===== config.mk =====
export PLATFORM = sky130hd
export DESIGN_NAME = vga_pixel_pipe
export DESIGN_NICKNAME = d
export VERILOG_FILES = /design/src/rtl/vga_pixel_pipe.sv
export SDC_FILE = /design/constraint.sdc
export NUM_CORES = 1
export LEC_CHECK = 0
export BUFFER_PORTS_ARGS = -buffer_cell sky130_fd_sc_hd__buf_2
export CAP_MARGIN = 10
export CORE_ASPECT_RATIO = 0.7
export CORE_UTILIZATION = 56
export DETAILED_ROUTE_END_ITERATION = 10
export GPL_ROUTABILITY_DRIVEN = 0
export PLACE_DENSITY = 0.88
export SYNTH_ARGS = -nofsm -noshare
export SYNTH_HDL_FRONTEND = slang
export SYNTH_SLANG_ARGS = --single-unit

===== constraint.sdc =====
create_clock -name clk_i -period 3.81 [get_ports clk_i]
set_input_delay 0.762 -clock clk_i [delete_from_list [all_inputs] [get_ports clk_i]]
set_output_delay 0.762 -clock clk_i [all_outputs]
set_load 0.005 [all_outputs]

===== src/rtl/vga_pixel_pipe.sv =====
// Pixel stage behind the VGA timing generator: framebuffer read requests or test
// patterns, with sync/blank delayed so RGB, HS and VS leave on the same cycle.
package vga_pkg;
    localparam int unsigned VGA_MAX_H_WIDTH = 12;
    localparam int unsigned VGA_MAX_V_WIDTH = 11;
endpackage

module vga_pixel_pipe
    import vga_pkg::*;
#(
    parameter int unsigned ADDR_WIDTH  = 19,
    parameter int unsigned RD_LATENCY  = 2,
    parameter int unsigned COLOR_WIDTH = 4
) (
    input  logic                         clk_i,
    input  logic                         rst_i,
    input  logic                         hs_i,
    input  logic                         vs_i,
    input  logic                         pixel_enable_i,
    input  logic [VGA_MAX_H_WIDTH-1:0]   hcount_i,
    input  logic [VGA_MAX_V_WIDTH-1:0]   vcount_i,
    input  logic [VGA_MAX_H_WIDTH-1:0]   hd_i,
    input  logic                         we_i,
    input  logic [1:0]                   mode_i,
    input  logic [3*COLOR_WIDTH-1:0]     solid_rgb_i,
    input  logic [ADDR_WIDTH-1:0]        base_i,
    output logic                         mem_req_o,
    output logic [ADDR_WIDTH-1:0]        mem_addr_o,
    input  logic [3*COLOR_WIDTH-1:0]     mem_rdata_i,
    output logic                         vga_hs_o,
    output logic                         vga_vs_o,
    output logic [COLOR_WIDTH-1:0]       vga_r_o,
    output logic [COLOR_WIDTH-1:0]       vga_g_o,
    output logic [COLOR_WIDTH-1:0]       vga_b_o
);
    localparam int unsigned PIPE_LAT = RD_LATENCY + 2;
    localparam int unsigned DLY      = PIPE_LAT - 1;
    localparam int unsigned RGB_W    = 3 * COLOR_WIDTH;
    localparam int unsigned H_W      = VGA_MAX_H_WIDTH;

    typedef enum logic [1:0] {
        MODE_FB    = 2'd0,
        MODE_BARS  = 2'd1,
        MODE_CHECK = 2'd2,
        MODE_SOLID = 2'd3
    } mode_e;

    logic                        r_vs_prev;
    mode_e                       r_mode;
    logic [ADDR_WIDTH-1:0]       r_base;
    logic [RGB_W-1:0]            r_solid;
    logic [H_W-1:0]              r_bar_w;
    logic [ADDR_WIDTH-1:0]       r_offset;
    logic [H_W-1:0]              r_bar_px;
    logic [2:0]                  r_bar_idx;
    logic                        r_mem_req;
    logic [ADDR_WIDTH-1:0]       r_mem_addr;
    logic [DLY-1:0]              r_hs_dly;
    logic [DLY-1:0]              r_vs_dly;
    logic [DLY-1:0]              r_pe_dly;
    logic [DLY-1:0]              r_fb_dly;
    logic [DLY-1:0][RGB_W-1:0]   r_col_dly;
    logic                        r_vga_hs;
    logic                        r_vga_vs;
    logic [RGB_W-1:0]            r_rgb;

    logic                        w_frame;
    logic [H_W-1:0]              w_bar_w_eff;
    logic                        w_bar_last;
    logic [ADDR_WIDTH-1:0]       w_addr;
    logic [RGB_W-1:0]            w_bar_rgb;
    logic [RGB_W-1:0]            w_chk_rgb;
    logic [RGB_W-1:0]            w_pat_rgb;
    logic                        w_unused_bits;

    assign w_frame       = vs_i & ~r_vs_prev;
    assign w_bar_w_eff   = (r_bar_w == '0) ? H_W'(1) : r_bar_w;
    assign w_bar_last    = (r_bar_px == w_bar_w_eff - H_W'(1));
    assign w_addr        = r_base + r_offset;
    assign w_bar_rgb     = {{COLOR_WIDTH{~r_bar_idx[1]}},
                            {COLOR_WIDTH{~r_bar_idx[2]}},
                            {COLOR_WIDTH{~r_bar_idx[0]}}};
    assign w_chk_rgb     = {RGB_W{hcount_i[4] ^ vcount_i[4]}};
    assign w_unused_bits = ^{hcount_i, vcount_i};

    always_comb begin
        w_pat_rgb = '0;
        case (r_mode)
            MODE_BARS:  w_pat_rgb = w_bar_rgb;
            MODE_CHECK: w_pat_rgb = w_chk_rgb;
            MODE_SOLID: w_pat_rgb = r_solid;
            default:    w_pat_rgb = '0;
        endcase
    end

    // Frame-level configuration only moves on the VS rising edge.
    always_ff @(posedge clk_i) begin
        if (rst_i) begin
            r_vs_prev <= 1'b1;
            r_mode    <= MODE_BARS;
            r_base    <= '0;
            r_solid   <= '0;
            r_bar_w   <= H_W'(80);
        end else begin
            r_vs_prev <= vs_i;
            if (w_frame) begin
                r_mode  <= mode_e'(mode_i);
                r_base  <= base_i;
                r_solid <= solid_rgb_i;
            end
            if (we_i) begin
                r_bar_w <= hd_i >> 3;
            end
        end
    end

    always_ff @(posedge clk_i) begin
        if (rst_i) begin
            r_offset   <= '0;
            r_bar_px   <= '0;
            r_bar_idx  <= '0;
            r_mem_req  <= 1'b0;
            r_mem_addr <= '0;
        end else begin
            if (!vs_i) begin
                r_offset <= '0;
            end else if (pixel_enable_i) begin
                r_offset <= r_offset + ADDR_WIDTH'(1);
            end

            if (!pixel_enable_i) begin
                r_bar_px  <= '0;
                r_bar_idx <= '0;
            end else if (w_bar_last) begin
                r_bar_px <= '0;
                if (r_bar_idx != 3'd7) begin
                    r_bar_idx <= r_bar_idx + 3'd1;
                end
            end else begin
                r_bar_px <= r_bar_px + H_W'(1);
            end

            r_mem_req <= pixel_enable_i && (r_mode == MODE_FB);
            if (pixel_enable_i && (r_mode == MODE_FB)) begin
                r_mem_addr <= w_addr;
            end
        end
    end

    // The mode travels with each pixel so a frame-boundary switch never splits one.
    always_ff @(posedge clk_i) begin
        if (rst_i) begin
            r_hs_dly  <= '1;
            r_vs_dly  <= '1;
            r_pe_dly  <= '0;
            r_fb_dly  <= '0;
            r_col_dly <= '0;
            r_vga_hs  <= 1'b1;
            r_vga_vs  <= 1'b1;
            r_rgb     <= '0;
        end else begin
            r_hs_dly  <= {r_hs_dly[DLY-2:0], hs_i};
            r_vs_dly  <= {r_vs_dly[DLY-2:0], vs_i};
            r_pe_dly  <= {r_pe_dly[DLY-2:0], pixel_enable_i};
            r_fb_dly  <= {r_fb_dly[DLY-2:0], (r_mode == MODE_FB)};
            r_col_dly <= {r_col_dly[DLY-2:0], w_pat_rgb};
            r_vga_hs  <= r_hs_dly[DLY-1];
            r_vga_vs  <= r_vs_dly[DLY-1];
            if (!r_pe_dly[DLY-1]) begin
                r_rgb <= '0;
            end else if (r_fb_dly[DLY-1]) begin
                r_rgb <= mem_rdata_i;
            end else begin
                r_rgb <= r_col_dly[DLY-1];
            end
        end
    end

    assign mem_req_o  = r_mem_req;
    assign mem_addr_o = r_mem_addr;
    assign vga_hs_o   = r_vga_hs;
    assign vga_vs_o   = r_vga_vs;
    assign vga_r_o    = r_rgb[RGB_W-1 -: COLOR_WIDTH];
    assign vga_g_o    = r_rgb[2*COLOR_WIDTH-1 -: COLOR_WIDTH];
    assign vga_b_o    = r_rgb[COLOR_WIDTH-1:0];

endmodule


# Word level (Yosys, flattened, before mapping)

Cells that the tools add are included.

Register bits after elaboration: 159
Input port bits: 86
Output and inout bits: 34
Logic and storage cells: 50

Add/sub/neg operators: 5
Equal/unequal tests: 5
Muxes and demuxes: 3
Bitwise logic cells: 9
Reductions and logical operators: 8

Operator list:

| kind                    | number |
|---|---|
| $pmux W12 S3            | 1 |
| $add A19 B1 Y19 const B | 1 |
| $add A19 B19 Y19        | 1 |
| $add A12 B1 Y12 const B | 1 |
| $eq A12 B12 Y1          | 1 |
| $logic_not A12 Y1       | 1 |
| $mux W12                | 1 |
| $sub A9 B1 Y10 const B  | 1 |
| $mux W9                 | 1 |
| $not A1 Y1              | 7 |
| $reduce_or A2 Y1        | 3 |
| $eq A2 B2 Y1 const B    | 2 |
| $add A3 B1 Y3 const B   | 1 |
| $ne A3 B3 Y1 const B    | 1 |
| $reduce_or A3 Y1        | 1 |
| $eq A2 B1 Y1 const B    | 1 |
| $logic_not A2 Y1        | 1 |
| $reduce_and A2 Y1       | 1 |
| $and A1 B1 Y1           | 1 |
| $logic_and A1 B1 Y1     | 1 |
| $xor A1 B1 Y1           | 1 |

# Depth between registers and ports, before layout

Gate-level depths: netlist of run 1.

Depth after elaboration: 5
Depth in mapped cells: 12

# Worst setup path before layout of run 1

Ideal clock, no wire load.

Kind: register to register
Start point: register r_bar_w[8]
End point: register r_bar_px[4]
Setup time: 115 ps
Arrival time: 2547 ps
Data required time: 3695 ps
Setup slack: 1148 ps
Cell stages (with the launch flop): 13
Period minus slack after synthesis: 2662 ps
Path through: dfxtp_1 or4_4 nor3_1 a21oi_1 ha_1 o21ba_2 a221oi_1 o21ai_0 a21oi_4 o211ai_1 nand2_1 buf_6 nor2_2

Cells in the longest elaborated chain, start to end: 5

Ends and longest elaborated chain:

| what                                | RTL line | source |
|---|---|---|
| from (decl)                         | 52       | `logic [H_W-1:0] r_bar_w;` |
| from (signal assigned)              | 112      | `r_bar_w <= hd_i >> 3;` |
| $logic_not A12 Y1                   | 77       | `assign w_bar_w_eff = (r_bar_w == '0) ? H_W'(1) : r_bar_w;` |
| $mux W9 *                           | 77       |  |
| $sub A9 B1 Y10 *                    | 78       | `assign w_bar_last = (r_bar_px == w_bar_w_eff - H_W'(1));` |
| $eq A12 B12 Y1 *                    | 78       |  |
| $reduce_or A3 Y1 (no source line) * | n/a      |  |
| to (signal assigned)                | 140      | `r_bar_px <= r_bar_px + H_W'(1);` |
| to (decl)                           | 54       | `logic [H_W-1:0] r_bar_px;` |

Every way passes the cells marked *; elsewhere a longest branch is shown, timed or not.
A chain may end at the register's enable or synchronous reset.

# Worst setup path after layout of run 1

Start point: register r_bar_w[5]
End point: register r_bar_px[2]

The elaborated chain is that of the path after synthesis.

==> impl_metrics.env, run 1 <==
export IMPL_dr_total_vias=5374
export IMPL_ys_seq_area_share_pct=47.3
export IMPL_cts_root_buf="clkbuf_16"
export IMPL_fin_crit_sh_pct=85.0
export IMPL_drt_wl_total_mm=14.1
export IMPL_power_leakage_nw=3.19
export IMPL_die_y_um=93.4
export IMPL_cts_setup_buffers=0
export IMPL_crit_type="flop to flop"
export IMPL_start_util_pct=59.0
export IMPL_setup_tns_ns=0
export IMPL_grt_max_degree=103
export IMPL_area_growth_pct=17.4
export IMPL_grt_overflow_total=0
export IMPL_pwr_share_clk_pct=47.3
export IMPL_pwr_share_comb_pct=5.3
export IMPL_drc_errors=0
export IMPL_maxCapViolCount=0
export IMPL_cts_hold_buf=0
export IMPL_finalCriticalPeriod_ns=3.24
export IMPL_synth_top_area_share_pct=47.3
export IMPL_hpwl_mm=9.43
export IMPL_regArea_mm2=0.00316
export IMPL_track_usage_pct=23.8
export IMPL_synthArstFlopShare_pct=0
export IMPL_place_port_buffers=95
export IMPL_hold_viol=0
export IMPL_drt_initial_drc_count=352
export IMPL_numCtsBuffers=17
export IMPL_syn_avg_cell_area_um2=8.85
export IMPL_maxSlewViolCount=0
export IMPL_synth_edff_count=0
export IMPL_first_pass_iters=5
export IMPL_ys_ff_latch=158
export IMPL_rsz0062_at_grt="false"
export IMPL_clock_skew_final_ns=0.00943
export IMPL_clk_pin_slew_ns=0.07
export IMPL_synthFlopType="dfxtp_1"
export IMPL_power_mw=3.66
export IMPL_p_int_mw=2.74
export IMPL_run_status="complete, no violations"
export IMPL_cp_start_kind="flop"
export IMPL_finalSetupViolCount=0
export IMPL_yosysWarnings=0
export IMPL_p_sw_mw=0.918
export IMPL_worst_slew_pin_slew_ns=0.985
export IMPL_yosys_top_cells_area="dfxtp_1 (47%), nand2_1 (6.6%), a21oi_1 (5.2%)"
export IMPL_grt_pass1_wl_mm=23.2
export IMPL_fin_nets=945
export IMPL_slew_headroom_pct=34.4
export IMPL_p_per_area_mw_per_mm2=466
export IMPL_io_pins=120
export IMPL_hold_depth=1
export IMPL_switching_share_pct=25.1
export IMPL_via_per_inst=5.37
export IMPL_syn_cell_area_mm2=0.00669
export IMPL_endpoint_kind="flop"
export IMPL_synthCells=756
export IMPL_h_tree_depth=4
export IMPL_core_area_mm2=0.0113
export IMPL_wl_met1_mm=6.54
export IMPL_antenna_found_initial=0
export IMPL_grt_pass1_vias=4980
export IMPL_wl_met2_mm=6.77
export IMPL_ant_nets=0
export IMPL_synth_cell_type_count=58
export IMPL_floorplan_rows=32
export IMPL_layout_drive_gt1_share_pct=18.6
export IMPL_vdd_drop_max_uv=355
export IMPL_arrival_ns=3.52
export IMPL_chipWidth_um=133
export IMPL_die_area_mm2=0.0124
export IMPL_route_top_layer_used="met4"
export IMPL_max_freq_mhz=309
export IMPL_rr_worst_depth=11
export IMPL_pwr_share_seq_pct=47.3
export IMPL_multiInputGateArea_mm2=0.00332
export IMPL_insertion_delay_ns=0.43
export IMPL_crit_fanout=11
export IMPL_wl_met3_um=663
export IMPL_wl_per_cell_um=14.1
export IMPL_clock_sinks=158
export IMPL_num_antenna_cells=0
export IMPL_hp_class="flop to flop"
export IMPL_nFillCells=871
export IMPL_tritoncts="yes"
export IMPL_yosys_area_top_type="dfxtp_1"
export IMPL_cp_required_ns=4.10
export IMPL_utilization_pct=69.3
export IMPL_syn_nets=866
export IMPL_ctsLongestPathBuffers=2
export IMPL_postCtsResizedCells=0
==> layer usage <==
metal	vias to the layer above	GRT usage, %
li1	2726	-
met1	2505	28.8
met2	133	41.6
met3	10	6.78
met4	0	6.13
met5	-	0
==> cell usage in the layout (no fill, tap or decap), types with 7 or more instances in the layout <==
| cell | count |
|---|---|
| dfxtp_1 | 158 |
| nand2_1 | 117 |
| buf_2 | 94 |
| a21oi_1 | 70 |
| nor2_1 | 53 |
| o21ai_0 | 36 |
| nor2b_1 | 32 |
| xnor2_1 | 23 |
| mux2i_1 | 23 |
| ha_1 | 23 |
| xor2_1 | 22 |
| nand3_1 | 17 |
| clkbuf_16 | 17 |
| inv_1 | 16 |
| and2_1 | 13 |
| and3_1 | 12 |
| or2_2 | 10 |
| nor2_2 | 10 |
| or3_1 | 7 |
==> sequential cells by signal, summed over array words and instances, names as in the netlist, 2 cells and up <==
signal,cells
r_bar_px,12
r_rgb,12
r_offset,19
r_bar_w,9
r_mode,2
r_solid,12
r_vs_dly,3
r_fb_dly,3
r_bar_idx,3
r_col_dly,36
r_pe_dly,3
r_base,19
mem_addr_o,19
r_hs_dly,3
==> power groups by stage <==
stage / clock [mW] / combinational (mW) / sequential (mW)
6_report: 1.73 / 0.195 / 1.73
2_1_floorplan: 0 / 0.137 / 1.76
3_5_place_dp: 0 / 0.193 / 1.77
5_1_grt: 1.84 / 0.218 / 1.74
3_3_place_gp: 0 / 0.188 / 1.77
4_1_cts: 1.76 / 0.195 / 1.73
==> cell families after synthesis <==
kind of cell	count (synthesis)	synth area share, %
adder cells (fa/ha/maj)	24	4.60
multiplexers	23	3.44
AO/OA/AOI/OAI	146	13.2
XOR/XNOR	45	5.89
AND/OR/NAND/NOR	306	22.4
flip-flops	158	47.3
buffers and inverters	54	3.18
==> stage by stage <==
stage / cells / hold WS (ns) / cell area, µm² / setup WS [ns]
6_report: 1001 / 0.408 / 7850 / 0.570
5_1_grt: 1001 / 0.424 / 7850 / 0.324
4_1_cts: 1001 / 0.409 / 7850 / 0.611
3_5_place_dp: 969 / 0.393 / 7230 / 0.665
3_3_place_gp: 969 / 0.395 / 7230 / 0.769
2_1_floorplan: 756 / 0.389 / 6690 / 1.15
==> critical path, stage by stage, from the launching register on <==
cell	delay (ns)
dfxtp_1	0.35
or4_4	0.55
nor3_1	0.22
a21oi_1	0.11
ha_1	0.27
o21ba_2	0.21
a221oi_1	0.27
o21ai_0	0.19
a21oi_4	0.19
o211ai_1	0.12
nand2_1	0.47
nor2_1	0.13
==> worst paths after layout <==
check	start	to	slack, ns
worst max register to register	r_bar_w[5]	r_bar_px[2]	0.57
worst max-delay path	r_bar_w[5]	r_bar_px[2]	0.57
worst min register to register	r_hs_dly[0]	r_hs_dly[1]	0.41
worst min-delay path	r_hs_dly[0]	r_hs_dly[1]	0.41
==> final cells by class <==
class	instances	share of cell area, %
inverter	16	0.765
multi-input combinational	544	42.2
clock inverter	15	2.50
timing repair buffer	98	6.37
sequential	158	40.3
clock buffer	17	5.42
tap	153	2.44
==> cells in the mapped netlist, drive strengths merged, types with 3 or more instances <==
master,count
o21bai,3
ha,23
a21oi,71
buf,7
nand4,5
mux2i,23
or2,10
nor3,6
nor4,6
a211oi,4
xnor2,23
xor2,22
o21a,4
nand2b,3
o21ai,38
a21o,4
o211ai,6
nand3,17
and2,14
nand2,117
or3,7
clkbuf,31
inv,16
dfxtp,158
nor2,63
nor4b,3
nor2b,33
and3,12
Power figures use the tool's default switching activity.
==> inputs of run 2 (changes only) <==
--- a/config.mk
+++ b/config.mk
@@ -8,10 +8,10 @@
 export BUFFER_PORTS_ARGS = -buffer_cell sky130_fd_sc_hd__buf_2
 export CAP_MARGIN = 10
 export CORE_ASPECT_RATIO = 0.7
-export CORE_UTILIZATION = 56
+export CORE_UTILIZATION = 50
 export DETAILED_ROUTE_END_ITERATION = 10
 export GPL_ROUTABILITY_DRIVEN = 0
-export PLACE_DENSITY = 0.88
+export PLACE_DENSITY = 0.84
 export SYNTH_ARGS = -nofsm -noshare
 export SYNTH_HDL_FRONTEND = slang
 export SYNTH_SLANG_ARGS = --single-unit
==> constraint.sdc (replaced) <==
create_clock -name clk_i -period 2.8 [get_ports clk_i]
set_input_delay 0.56 -clock clk_i [delete_from_list [all_inputs] [get_ports clk_i]]
set_output_delay 0.56 -clock clk_i [all_outputs]
set_load 0.005 [all_outputs]
==> impl_metrics.env, run 2 (synthesis gave the netlist of run 1 again) <==
export IMPL_io_pins=120
export IMPL_maxSlewViolCount=0
export IMPL_ant_nets=0
export IMPL_arrival_ns=3.07
export IMPL_route_top_layer_used="met4"
export IMPL_p_sw_mw=1.29
export IMPL_cp_required_ns=3.12
export IMPL_top_register="r_col_dly"
export IMPL_via_per_inst=5.26
export IMPL_chipWidth_um=140
export IMPL_clk_pin_slew_ns=0.07
export IMPL_core_area_mm2=0.0127
export IMPL_r2r_slack_ns=0.06
export IMPL_floorplan_rows=34
export IMPL_wl_met2_mm=6.91
export IMPL_tritoncts="yes"
export IMPL_finalCriticalPeriod_ns=2.74
export IMPL_rr_startpoint="r_bar_w[7]"
export IMPL_fin_nets=958
export IMPL_dr_total_vias=5384
export IMPL_hp_class="primary input to flop"
export IMPL_slew_headroom_pct=51.2
export IMPL_antenna_found_initial=0
export IMPL_max_stage_delay_ns=0.55
export IMPL_final_cell_mix="dfxtp_1 (157), nand2_1 (116), buf_2 (94), a21oi_1 (69), nor2_1 (53)"
export IMPL_clock_skew_final_ns=0.00989
export IMPL_vdd_drop_max_uv=400
export IMPL_largest_register_ffs=36
export IMPL_place_port_buffers=95
export IMPL_critical_path_depth=12
export IMPL_crit_family="compound AO/OA/AOI/OAI gates"
export IMPL_drt_initial_drc_count=267
export IMPL_crit_type="flop to flop"
export IMPL_track_usage_pct=21.2
export IMPL_max_freq_mhz=364
export IMPL_pwr_share_seq_pct=47.4
export IMPL_grt_max_degree=70
export IMPL_cp_start_kind="flop"
export IMPL_numCtsBuffers=17
export IMPL_cts_root_buf="clkbuf_16"
export IMPL_die_area_mm2=0.0139
export IMPL_hp_start="hs_i"
export IMPL_grt_pass1_wl_mm=23.1
export IMPL_layout_drive_gt1_share_pct=21.0
export IMPL_drt_wl_total_mm=14.2
export IMPL_wl_met3_um=593
export IMPL_critical_path_cell_chain="or4_4, nor3_4, a21oi_2, ha_4, o21ba_2, a221oi_2, o21ai_2, a21oi_4, o211ai_1, nand2_2, clkbuf_16, nor2_2"
export IMPL_endpoint_kind="flop"
export IMPL_run_status="complete, no violations"
export IMPL_ctsLongestPathBuffers=2
export IMPL_pwr_share_comb_pct=6.1
export IMPL_p_int_mw=3.68
export IMPL_insertion_delay_ns=0.43
export IMPL_p_per_area_mw_per_mm2=616
export IMPL_power_leakage_nw=3.29
export IMPL_die_y_um=98.8
export IMPL_setup_tns_ns=0
export IMPL_nFillCells=1028
export IMPL_wl_met1_mm=6.50
export IMPL_crit_path_end="r_bar_px[5]"
export IMPL_finalNonFillerCells=1024
export IMPL_rr_worst_depth=12
export IMPL_clock_sinks=158
export IMPL_start_util_pct=52.6
export IMPL_finalSetupViolCount=0
export IMPL_maxCapViolCount=0
export IMPL_crit_fanout=5
export IMPL_grt_pass1_vias=5010
export IMPL_final_common_cell="dfxtp_1"
export IMPL_path_buf_inv=1
export IMPL_grt_overflow_total=0
export IMPL_wl_per_cell_um=13.9
export IMPL_drc_errors=0
export IMPL_crit_path_top_delay_cell="or4_4"
export IMPL_switching_share_pct=25.9
export IMPL_hold_viol=0
export IMPL_cp_startpoint="r_bar_w[7]"
export IMPL_first_pass_iters=5
export IMPL_fin_crit_sh_pct=98.0
export IMPL_hpwl_mm=9.67
export IMPL_worst_slew_pin_slew_ns=0.730
export IMPL_utilization_pct=63.4
export IMPL_dp_cells=989
export IMPL_area_growth_pct=20.5
export IMPL_reg2reg_to="r_bar_px[5]"
export IMPL_pwr_share_clk_pct=46.5
export IMPL_h_tree_depth=4
run 2: cell types whose count changed in the layout (fill, tap and decap cells not counted), sizes merged:
cell,delta
buf,+12
bufinv,-1
clkbuf,+1
clkinv,+5
diode,+1
inv,-4
run 2: worst min path at each step:
stage	end	slack (ns)	cells after the start
floorplan	r_hs_dly[1]	0.39	1
global placement	r_hs_dly[2]	0.39	1
detailed placement	r_hs_dly[1]	0.39	1
CTS	r_hs_dly[0]	0.31	2
global route	r_hs_dly[0]	0.31	2
finish	r_hs_dly[0]	0.31	2
run 2: metal layers:
metal / track usage (%) / up-vias
li1: - / 2755
met1: 25.8 / 2475
met2: 36.5 / 131
met3: 4.42 / 23
met4: 9.21 / 0
met5: 0 / -
run 2: what timing repair did:
item                                    4_1_cts  5_1_grt
gates cloned                                  0        1
buffers inserted                              0        1
gates resized for setup                       2       14
endpoints found under the setup margin       12       14
hold buffers                                  0        0
pin swaps                                     0        9
run 2: power by group through the flow:
stage	clock, mW	combinational [mW]	sequential (mW)
floorplan	0	0.187	2.39
global placement	0	0.275	2.40
detailed placement	0	0.283	2.40
CTS	2.33	0.290	2.35
global route	2.43	0.338	2.36
finish	2.31	0.303	2.36
run 2: area by class of cell:
type	instances	area, µm²	area share [%]
Antenna cell	1	2.50	0.0310
Clock buffer	17	425	5.28
Clock inverter	15	200	2.48
Inverter	16	60.1	0.745
Multi-Input combinational cell	544	3380	41.9
Sequential cell	158	3160	39.3
Tap cell	162	203	2.51
Timing Repair Buffer	111	628	7.79
run 2: metrics by stage:
step | setup slack (ns) | hold slack, ns | total power [mW] | cell area, µm²
floorplan | 0.138 | 0.389 | 2.58 | 6690
global placement | 0.0448 | 0.391 | 2.68 | 7340
detailed placement | -0.0370 | 0.394 | 2.69 | 7340
CTS | 0.0532 | 0.309 | 4.98 | 7970
global route | -0.0439 | 0.310 | 5.13 | 8060
finish | 0.0557 | 0.312 | 4.97 | 8060
==> inputs of run 3 (changes only) <==
--- a/config.mk
+++ b/config.mk
@@ -8,10 +8,10 @@
 export BUFFER_PORTS_ARGS = -buffer_cell sky130_fd_sc_hd__buf_2
 export CAP_MARGIN = 10
 export CORE_ASPECT_RATIO = 0.7
-export CORE_UTILIZATION = 50
+export CORE_UTILIZATION = 40
 export DETAILED_ROUTE_END_ITERATION = 10
 export GPL_ROUTABILITY_DRIVEN = 0
-export PLACE_DENSITY = 0.84
+export PLACE_DENSITY = 0.71
 export SYNTH_ARGS = -nofsm -noshare
 export SYNTH_HDL_FRONTEND = slang
 export SYNTH_SLANG_ARGS = --single-unit
==> impl_metrics.env, run 3 (synthesis gave the netlist of run 1 again) <==
export IMPL_drt_wl_total_mm=14.3
export IMPL_placed_area_mm2=0.00744
export IMPL_top_register="r_col_dly"
export IMPL_grt_pass1_wl_mm=23.2
export IMPL_arrival_ns=2.98
export IMPL_maxSlewViolCount=0
export IMPL_numCtsBuffers=17
export IMPL_floorplan_rows=39
export IMPL_largest_register_ffs=36
export IMPL_grt_pass1_vias=4694
export IMPL_drc_errors=0
export IMPL_rsz0062_at_grt="false"
export IMPL_chipWidth_um=157
export IMPL_drt_initial_drc_count=295
export IMPL_place_port_buffers=95
export IMPL_dp_cells=1055
export IMPL_cts_hold_buf=0
export IMPL_insertion_delay_ns=0.43
export IMPL_run_status="complete, no violations"
export IMPL_hold_slack_ns=0.315
export IMPL_track_usage_pct=17.4
export IMPL_r2r_slack_ns=0.13
export IMPL_power_leakage_nw=3.25
export IMPL_hp_class="primary input to flop"
export IMPL_max_freq_mhz=375
export IMPL_dpl_worst_slack_ns=-0.0356
export IMPL_finalSetupViolCount=0
export IMPL_wl_per_cell_um=13.1
export IMPL_hold_viol=0
export IMPL_h_tree_depth=4
export IMPL_endpoint_kind="flop"
export IMPL_crit_fanout=8
export IMPL_vdd_drop_max_uv=454
export IMPL_slew_headroom_pct=49.9
export IMPL_final_area_mm2=0.00804
export IMPL_grt_overflow_total=0
export IMPL_p_per_area_mw_per_mm2=610
export IMPL_die_area_mm2=0.0173
export IMPL_finalNonFillerCells=1087
export IMPL_antenna_found_initial=0
export IMPL_layout_drive_gt1_share_pct=20.4
export IMPL_first_pass_iters=4
export IMPL_clock_sinks=158
export IMPL_core_area_mm2=0.0163
export IMPL_tritoncts="yes"
export IMPL_area_growth_pct=20.2
export IMPL_ant_nets=0
export IMPL_grt_max_degree=63
export IMPL_via_per_inst=4.78
export IMPL_power_mw=4.91
export IMPL_start_util_pct=40.9
export IMPL_dr_total_vias=5201
export IMPL_cp_start_kind="flop"
export IMPL_finalCriticalPeriod_ns=2.67
export IMPL_num_antenna_cells=0
export IMPL_fin_crit_sh_pct=95.2
export IMPL_utilization_pct=49.2
export IMPL_ctsLongestPathBuffers=2
export IMPL_crit_type="flop to flop"
export IMPL_worst_slew_pin_slew_ns=0.752
export IMPL_final_common_cell="dfxtp_1"
export IMPL_cp_required_ns=3.12
export IMPL_fin_nets=959
export IMPL_clock_skew_final_ns=0.00686
export IMPL_hpwl_mm=10.0
export IMPL_maxCapViolCount=0
export IMPL_setup_ws_ns=0.134
export IMPL_clk_pin_slew_ns=0.07
export IMPL_setup_tns_ns=0
export IMPL_cts_root_buf="clkbuf_16"
export IMPL_die_y_um=110
export IMPL_io_pins=120
export IMPL_final_cell_mix="dfxtp_1 (158), nand2_1 (116), buf_2 (94), a21oi_1 (70), nor2_1 (53)"
==> run 3: cell types whose count changed in the layout (fill, tap and decap cells not counted), sizes merged <==
cell,before,now
diode,1,0
clkinv,9,4
buf,110,112
inv,21,26
clkbuf,18,17
==> run 3: cell type report <==
cell class              count  area [µm²]
fillers                  1576        8300
multi-input cells         544        3330
flip-flops and latches    158        3160
repair buffers            112         622
clock buffers              17         425
well taps                 225         282
clock inverters            15         159
inverters                  16        60.1
==> run 3: timing repair <==
| action | 4_1_cts | 5_1_grt |
|---|---|---|
| setup endpoints to repair | 11 | 12 |
| buffers inserted | 0 | 0 |
| pin swaps | 1 | 2 |
| gates resized for setup | 2 | 4 |
==> run 3: final timing paths <==
check / endpoint / cells after the start / startpoint
worst min register to register: vga_hs_o / 1 / r_hs_dly[2]
worst max register to register: r_bar_px[2] / 12 / r_bar_w[8]
worst max-delay path: r_bar_px[2] / 12 / r_bar_w[8]
worst min-delay path: r_hs_dly[0] / 2 / hs_i
==> run 3: layer usage <==
layer | global-route usage [%] | part of all wire (%) | vias up
li1 | - | - | 2755
met1 | 24.1 | 52 | 2334
met2 | 25.7 | 42 | 94
met3 | 5.32 | 4.3 | 18
met4 | 6.02 | 1.4 | 0
met5 | 0 | 0 | -
==> run 3: power by group <==
group,leakage (nW),switching (mW),internal [mW],total (mW)
clock,0.286,1.07,1.20,2.27
combinational,1.68,0.155,0.132,0.287
sequential,1.29,0.0367,2.32,2.35
==> run 3: worst max-delay path: stages, from the launching register on <==
cell and delay (ns):
dfxtp_1 0.31, or4_4 0.54, nor3_2 0.13, a21oi_1 0.09
ha_2 0.22, nor2b_1 0.17, a221o_1 0.34, o311ai_0 0.07
nand2b_1 0.22, o211ai_1 0.15, nand2_2 0.14, buf_12 0.14
nor2_1 0.05
